### src/rtl/sort_pkg.sv
// Shared widths, verifier state encoding and length clamp for the sort/verify datapath.
package sort_pkg;

    localparam int DATA_W    = 8;
    localparam int ADDR_W    = 8;
    localparam int LEN_W     = 10;
    localparam int MEM_DEPTH = 256;
    localparam int CNT_W     = 9;   // holds 0..MEM_DEPTH inclusive

    typedef enum logic [1:0] {
        IDLE   = 2'd0,
        FETCH  = 2'd1,
        SCAN   = 2'd2,
        FINISH = 2'd3
    } verify_state_t;

    function automatic logic [CNT_W-1:0] clamp_len(input logic [LEN_W-1:0] len);
        if (len > LEN_W'(MEM_DEPTH))
            return CNT_W'(MEM_DEPTH);
        else
            return len[CNT_W-1:0];
    endfunction

endpackage

### src/rtl/sort_verify.sv
// Post-sort checker: streams memory 0..len-1, reports order, first inversion, min/max.
// Optional checksum port and adder are built only when SORT_VERIFY_CHECKSUM_EN is defined.
module sort_verify
    import sort_pkg::*;
(
    input  logic              clk,
    input  logic              rst_n,
    input  logic              enable,
    output logic              ready,
    input  logic [LEN_W-1:0]  length,
    input  logic [DATA_W-1:0] rdata,
    output logic [ADDR_W-1:0] address,
    output logic              sorted,
    output logic [ADDR_W-1:0] err_index,
    output logic [DATA_W-1:0] min_val,
    output logic [DATA_W-1:0] max_val
`ifdef SORT_VERIFY_CHECKSUM_EN
    ,
    output logic [15:0]       checksum
`endif
);

    verify_state_t     state;
    logic [CNT_W-1:0]  n;
    logic [CNT_W-1:0]  k;
    logic [DATA_W-1:0] prev;
    logic [DATA_W-1:0] acc_min;
    logic [DATA_W-1:0] acc_max;
    logic              acc_sorted;
    logic [ADDR_W-1:0] acc_err;
    logic              last_elem;
    logic              inversion;

    assign ready     = (state == IDLE);
    assign last_elem = (k == n - CNT_W'(1));
    // k==0 has no predecessor; only the first inversion is recorded
    assign inversion = (k != '0) && acc_sorted && (rdata < prev);

`ifdef SORT_VERIFY_CHECKSUM_EN
    logic [15:0] acc_sum;
`endif

    // rdata reflects the address register one cycle after it is loaded, so
    // FETCH already sees element 0 and shares the scan step with SCAN.
    always_ff @(posedge clk) begin
        if (!rst_n) begin
            state      <= IDLE;
            n          <= '0;
            k          <= '0;
            prev       <= '0;
            acc_min    <= '1;
            acc_max    <= '0;
            acc_sorted <= 1'b1;
            acc_err    <= '0;
            address    <= '0;
            sorted     <= 1'b1;
            err_index  <= '0;
            min_val    <= '0;
            max_val    <= '0;
        end else begin
            case (state)
                IDLE: begin
                    if (enable) begin
                        n          <= clamp_len(length);
                        k          <= '0;
                        acc_sorted <= 1'b1;
                        acc_err    <= '0;
                        acc_min    <= '1;
                        acc_max    <= '0;
                        address    <= '0;
                        state      <= (clamp_len(length) == '0) ? FINISH : FETCH;
                    end
                end
                FETCH, SCAN: begin
                    if (rdata < acc_min) acc_min <= rdata;
                    if (rdata > acc_max) acc_max <= rdata;
                    if (inversion) begin
                        acc_sorted <= 1'b0;
                        acc_err    <= k[ADDR_W-1:0];
                    end
                    prev <= rdata;
                    k    <= k + CNT_W'(1);
                    // stop at n-1 so the address never wraps past 255
                    if (last_elem) begin
                        state <= FINISH;
                    end else begin
                        address <= address + ADDR_W'(1);
                        state   <= SCAN;
                    end
                end
                FINISH: begin
                    sorted    <= acc_sorted;
                    err_index <= acc_err;
                    min_val   <= (n == '0) ? '0 : acc_min;
                    max_val   <= (n == '0) ? '0 : acc_max;
                    state     <= IDLE;
                end
                default: state <= IDLE;
            endcase
        end
    end

`ifdef SORT_VERIFY_CHECKSUM_EN
    always_ff @(posedge clk) begin
        if (!rst_n) begin
            acc_sum  <= '0;
            checksum <= '0;
        end else begin
            case (state)
                IDLE:        if (enable) acc_sum <= '0;
                FETCH, SCAN: acc_sum <= acc_sum + {8'd0, rdata};
                FINISH:      checksum <= acc_sum;
                default:     ;
            endcase
        end
    end
`endif

endmodule

### config.mk
export PLATFORM = sky130hd
export DESIGN_NAME = sort_verify
export DESIGN_NICKNAME = d
export VERILOG_FILES = /design/src/rtl/sort_pkg.sv /design/src/rtl/sort_verify.sv
export SDC_FILE = /design/constraint.sdc
export NUM_CORES = 1
export LEC_CHECK = 0
export ABC_AREA = 1
export CAP_MARGIN = 20
export CORE_ASPECT_RATIO = 1.5
export CORE_MARGIN = 5
export CORE_UTILIZATION = 60
export DETAILED_ROUTE_END_ITERATION = 16
export PLACE_DENSITY = 0.85
export SYNTH_ARGS = -nofsm -noshare
export SYNTH_HDL_FRONTEND = slang
export SYNTH_SLANG_ARGS = --single-unit
export TNS_END_PERCENT = 30
### constraint.sdc
create_clock -name clk -period 4.35 [get_ports clk]
set_input_delay 0.435 -clock clk [delete_from_list [all_inputs] [get_ports clk]]
set_output_delay 0.435 -clock clk [all_outputs]
set_load 0.03 [all_outputs]
; ---- Yosys cells after proc, flatten, opt, wreduce, memory -nomap -nowiden
; Cells that the tools add are included.
[word_totals]
input_bits = 21
register_bits = 86
out_inout_bits = 34
wordCells = 68
[op_classes]
eq_ne = 9
n_reduce_logical = 14
add_sub_neg = 3
n_lt_le_gt_ge = 4
mux = 25
[op_table]
columns = cell, n
row1 = $mux 8, 8
row2 = $pmux 8 s2, 4
row3 = $mux 9, 5
row4 = $logic_not 9->1, 2
row5 = $pmux 9 s2, 1
row6 = $lt 8x8->1, 2
row7 = $reduce_and 3->1, 4
row8 = $gt 10x9->1 const B, 1
row9 = $ne 2x2->1 const B, 5
row10 = $add 9x1->9 const B, 1
row11 = $eq 9x9->1, 1
row12 = $reduce_bool 9->1, 1
row13 = $sub 9x1->9 const B, 1
row14 = $add 8x1->8 const B, 1
row15 = $gt 8x8->1, 1
row16 = $pmux 2 s3, 1
row17 = $eq 2x2->1 const B, 2
row18 = $mux 2, 2
row19 = $reduce_and 2->1, 2
row20 = $mux 1, 3
row21 = $eq 2x1->1 const B, 1
row22 = $logic_and 1x1->1, 2
row23 = $logic_not 2->1, 1
row24 = $pmux 1 s2, 1
row25 = other kinds (2), 2

; ---- Logic depth before layout (Yosys ltp)
[logic_depth]
depth_word = 9
mapped_depth = 14
ltp_nobuf = 13

; ---- Least setup slack after synthesis
; Ideal clock, no wire load.
[synth_timing]
kind = register -> register
start = register state[0]
end = register acc_err[7]
t_required_ns = 4.218
stages_incl_launch_ff = 10
slack_ns = 2.519
period_less_slack_ns = 1.831
arrival_time_ns = 1.698
n_path_buf = 0
path_cell_list = dfxtp_1 inv_1 ha_1 nand2_2 nand2_2 nand3_1 nor2_2 nand2_2 nand3_1 a21oi_1
[synth_lines]
columns = item, line_no
row1 = start: declaration, sort_verify.sv:23  ; verify_state_t state;
row2 = start signal: assignment, sort_verify.sv:71  ; state <= (clamp_len(length) == '0) ? FINISH : FETCH;
row3 = $logic_not 2->1 (*), --
row4 = via ready, sort_verify.sv:9  ; output logic ready,
row5 = $ne 2x2->1 (no line) / $reduce_bool 2->1 (equally long branches), --
row6 = $reduce_and 3->1 (no line), --
row7 = end signal: assignment, sort_verify.sv:79  ; acc_err <= k[ADDR_W-1:0];
row8 = end: declaration, sort_verify.sv:30  ; logic [ADDR_W-1:0] acc_err;
; The timed path passes the listed nets; every way through them passes the cells marked *.
; A chain may end at the register's enable or synchronous reset.

; ---- Worst setup path in the final report
[layout_timing]
start = register state[0]
end = register acc_max[0]
[layout_via]
elab_chain_len = 4
[layout_lines]
columns = item, line_no
row1 = $eq 2x1->1 / $eq 2x2->1 (equally long branches), sort_verify.sv:61  ; case (state)
row2 = $reduce_or 2->1, sort_verify.sv:61
row3 = $ne 2x2->1 (no line) / $reduce_bool 2->1 (equally long branches), --
row4 = $reduce_and 3->1 (no line), --
row5 = end signal: assignment, sort_verify.sv:76  ; if (rdata > acc_max) acc_max <= rdata;
row6 = end: declaration, sort_verify.sv:28  ; logic [DATA_W-1:0] acc_max;
; Parallel ways exist; a longest one is shown, timed or not.

==> results.txt <==
Status -> completed
CTS max path bufs -> 2
Met2 layer usage reported by global route -> 0.404
CP Data Required Time -> 4630 ps
Synth cell types -> 31
Gr busiest metal -> met2
CTS resizes -> 0
Min-Delay Path Depth -> 2
Non-filler cells, final -> 772
Initial antenna violation count -> 0
Fmax -> 0.364 GHz
CTS tree -> built
I/O pin cnt -> 55
Detailed-route via count -> 4,263
Fin. Hold Viols -> 0
Tcrit/Tclk final -> 0.631
R2R depth -> 10
Die ar. -> 0.00927 mm^2
Seq pwr share -> 0.408
R2R setup slack -> 1600 ps
Comb power frac -> 0.367
Ys flop type -> dfxtp_1
Most frequent cells in the layout -> nand2_1, dfxtp_1, a21oi_1, inv_1, nand3_1
RR Endpoint -> acc_max[0]
RSZ-0062 raised after global routing -> false
CP Max Fanout -> 23
Yosys reg bits -> 86
Power Total -> 2.36 mW
Pre-antenna DRT Iters -> 5
Final setup TNS -> 0 ps
Mapped Area -> 0.00445 mm^2
Worst hold path class -> register to register
Worst path cell trace -> inv_1 -> ha_1 -> nand2_1 -> nand2_2 -> inv_1 -> nor2_1 -> nand2_1 -> inv_2 -> nand3_1 -> a21oi_1
Crit path capture type -> register
Largest net degree at the start of global routing -> 42
Total CTS buffers -> 9
Avg Inst Size Synth -> 7.15 um^2
# clock sinks -> 86
Max stage delay cell, worst path -> ha_1
M1 GR Usage -> 0.277
# setup viols final -> 0
Die Width -> 80.3 um
Antenna Cells -> 0
Slew HR -> 0.507
DRC violations left -> 0
Core ar. -> 0.00723 mm^2
Root Buffer -> clkbuf_8
Met3 Use GR -> 0.0381
Syn. warnings -> 0
DP Cell Count -> 756
EDFF count, synth -> 0
Clock Skews -> 5.44 ps
Via density -> 5.52
Post-Syn Nets -> 671
Final Slew Violations -> 0
CP Launch Type -> register
Commonest non-fill, non-tap cell in the layout -> nand2_1
Die Height -> 115 um
Worst skew pair latency -> 360 ps
H-tree lvl count -> 3
Max cap viols -> 0
Switching power -> 0.914 mW
Pwr dens -> 449 mW/mm^2
Hold EP -> acc_sorted
Total GRT Usage -> 0.234
Largest stage delay, worst path -> 770 ps
Sw Share -> 0.388
CTS Hold Bufs -> 0
First-pass GRT wire length -> 17.3 mm
RR Startpoint -> state[0]
Crit path kind -> register to register
Vias in the first global route -> 3,963
Dpl hpwl -> 7.62 mm
Maximum vdd ir drop -> 321 uV
Hold wc startpoint -> acc_sorted
Routed WL -> 10.2 mm
# rows -> 38
IO Port Bufs -> 54
Clock-pin slew of the registers on the worst-case setup and hold paths -> 80 ps
Internal Power -> 1.44 mW
Synth-to-layout area growth -> 17.9%
Crit path DAT -> 3030 ps
Gpl congestion -> 0.921
Post-synth ARST share -> 0
Setup repair bufs after CTS -> 0
Worst-Margin Slew -> 740 ps
Min cycle time layout -> 2750 ps
Cells taking the most area after synthesis -> dfxtp_1, nand2_1, ha_1, a21oi_1, nand3_1
Post-synthesis sequential area ratio -> 0.387
Final #Nets -> 716
WL/cell -> 13.2 um
Clk pwr share -> 0.225
Share of cells above drive strength 1 -> 0.0580
Antenna viol nets, final -> 0
Initial Util -> 0.615
Top cell type by total area after synthesis -> dfxtp_1
Lkg Pwr -> 2.18 nW
GRT overflow -> 0
Initial drt markers -> 366
Fillers -> 608
Mapped Cells -> 622
Post-synth top area share -> 0.387
worst max-delay path by stage:
| stage | cells after the start | start | end | slack (ps) |
|---|---|---|---|---|
| CTS | 9 | state[0] | acc_err[5] | 1620 |
| global placement | 6 | rst_n | k[8] | 1570 |
| detailed placement | 7 | state[0] | acc_min[2] | 1630 |
| floorplan | 9 | state[0] | acc_err[7] | 2520 |
| global route | 7 | state[0] | acc_min[3] | 1320 |
| finish | 10 | state[0] | acc_max[0] | 1600 |
Yosys cell counts (9+ instances only):
library cell  number
a211oi_1           9
a21oi_1           69
clkbuf_1          14
dfxtp_1           86
ha_1              28
inv_1             65
nand2_1          122
nand3_1           60
nand3b_1           9
nand4_1           13
nor2_1            59
o21ai_0           37
layer usage:
metal	vias up	wire length, um
li1	2151	-
met1	1942	4250
met2	145	5130
met3	25	506
met4	0	306
met5	-	0
power groups by stage:
stage | logic [mW] | registers (mW) | clock network, mW
after global routing | 0.977 | 0.977 | 0.572
after detailed placement | 0.859 | 0.979 | 0
after floorplan | 0.598 | 1.00 | 0
after global placement | 0.821 | 0.976 | 0
after CTS | 0.866 | 0.961 | 0.541
final | 0.865 | 0.963 | 0.530
critical path, delay by kind of cell (launching register included):
kind                     cells  cell delay, ps
AO/OA/AOI/OAI                1             160
adder cells (fa/ha/maj)      1             770
buffers and inverters        3             410
flip-flops                   1             360
AND/OR/NAND/NOR              5             960
cell type report:
class                   count  area [um^2]  share of cell area
flip-flops and latches     86         1720               0.328
clock buffers              13          169              0.0322
well taps                 100          125              0.0238
multi-input cells         443         2370               0.451
repair buffers             57          583               0.111
clock inverters             3         17.5             0.00334
inverters                  70          263              0.0501
per-stage QoR:
stage / setup slack, ps / hold WS [ps] / util / area (um^2)
4_1_cts: 1620 / 455 / 0.726 / 5250
3_5_place_dp: 1630 / 436 / 0.700 / 5060
5_1_grt: 1320 / 502 / 0.726 / 5250
6_report: 1600 / 453 / 0.726 / 5250
3_3_place_gp: 1570 / 434 / 0.696 / 5030
2_1_floorplan: 2520 / 419 / - / 4450
sequential cells by signal, summed over array words and instances, names as in the netlist:
register,cells
acc_err,8
state,2
acc_max,8
n,9
sorted,1
k,9
err_index,8
address,8
prev,8
min_val,8
acc_min,8
max_val,8
acc_sorted,1
logic make-up (layout without fill, tap and decap cells):
| family | Yosys count | in the layout | share of synthesized area |
|---|---|---|---|
| XOR/XNOR | 8 | 8 | 0.0158 |
| buffers and inverters | 93 | 143 | 0.0807 |
| flip-flops | 86 | 86 | 0.387 |
| AND/OR/NAND/NOR | 286 | 286 | 0.293 |
| AO/OA/AOI/OAI | 121 | 121 | 0.145 |
| adder cells (fa/ha/maj) | 28 | 28 | 0.0788 |
Power figures use the tool's default switching activity.
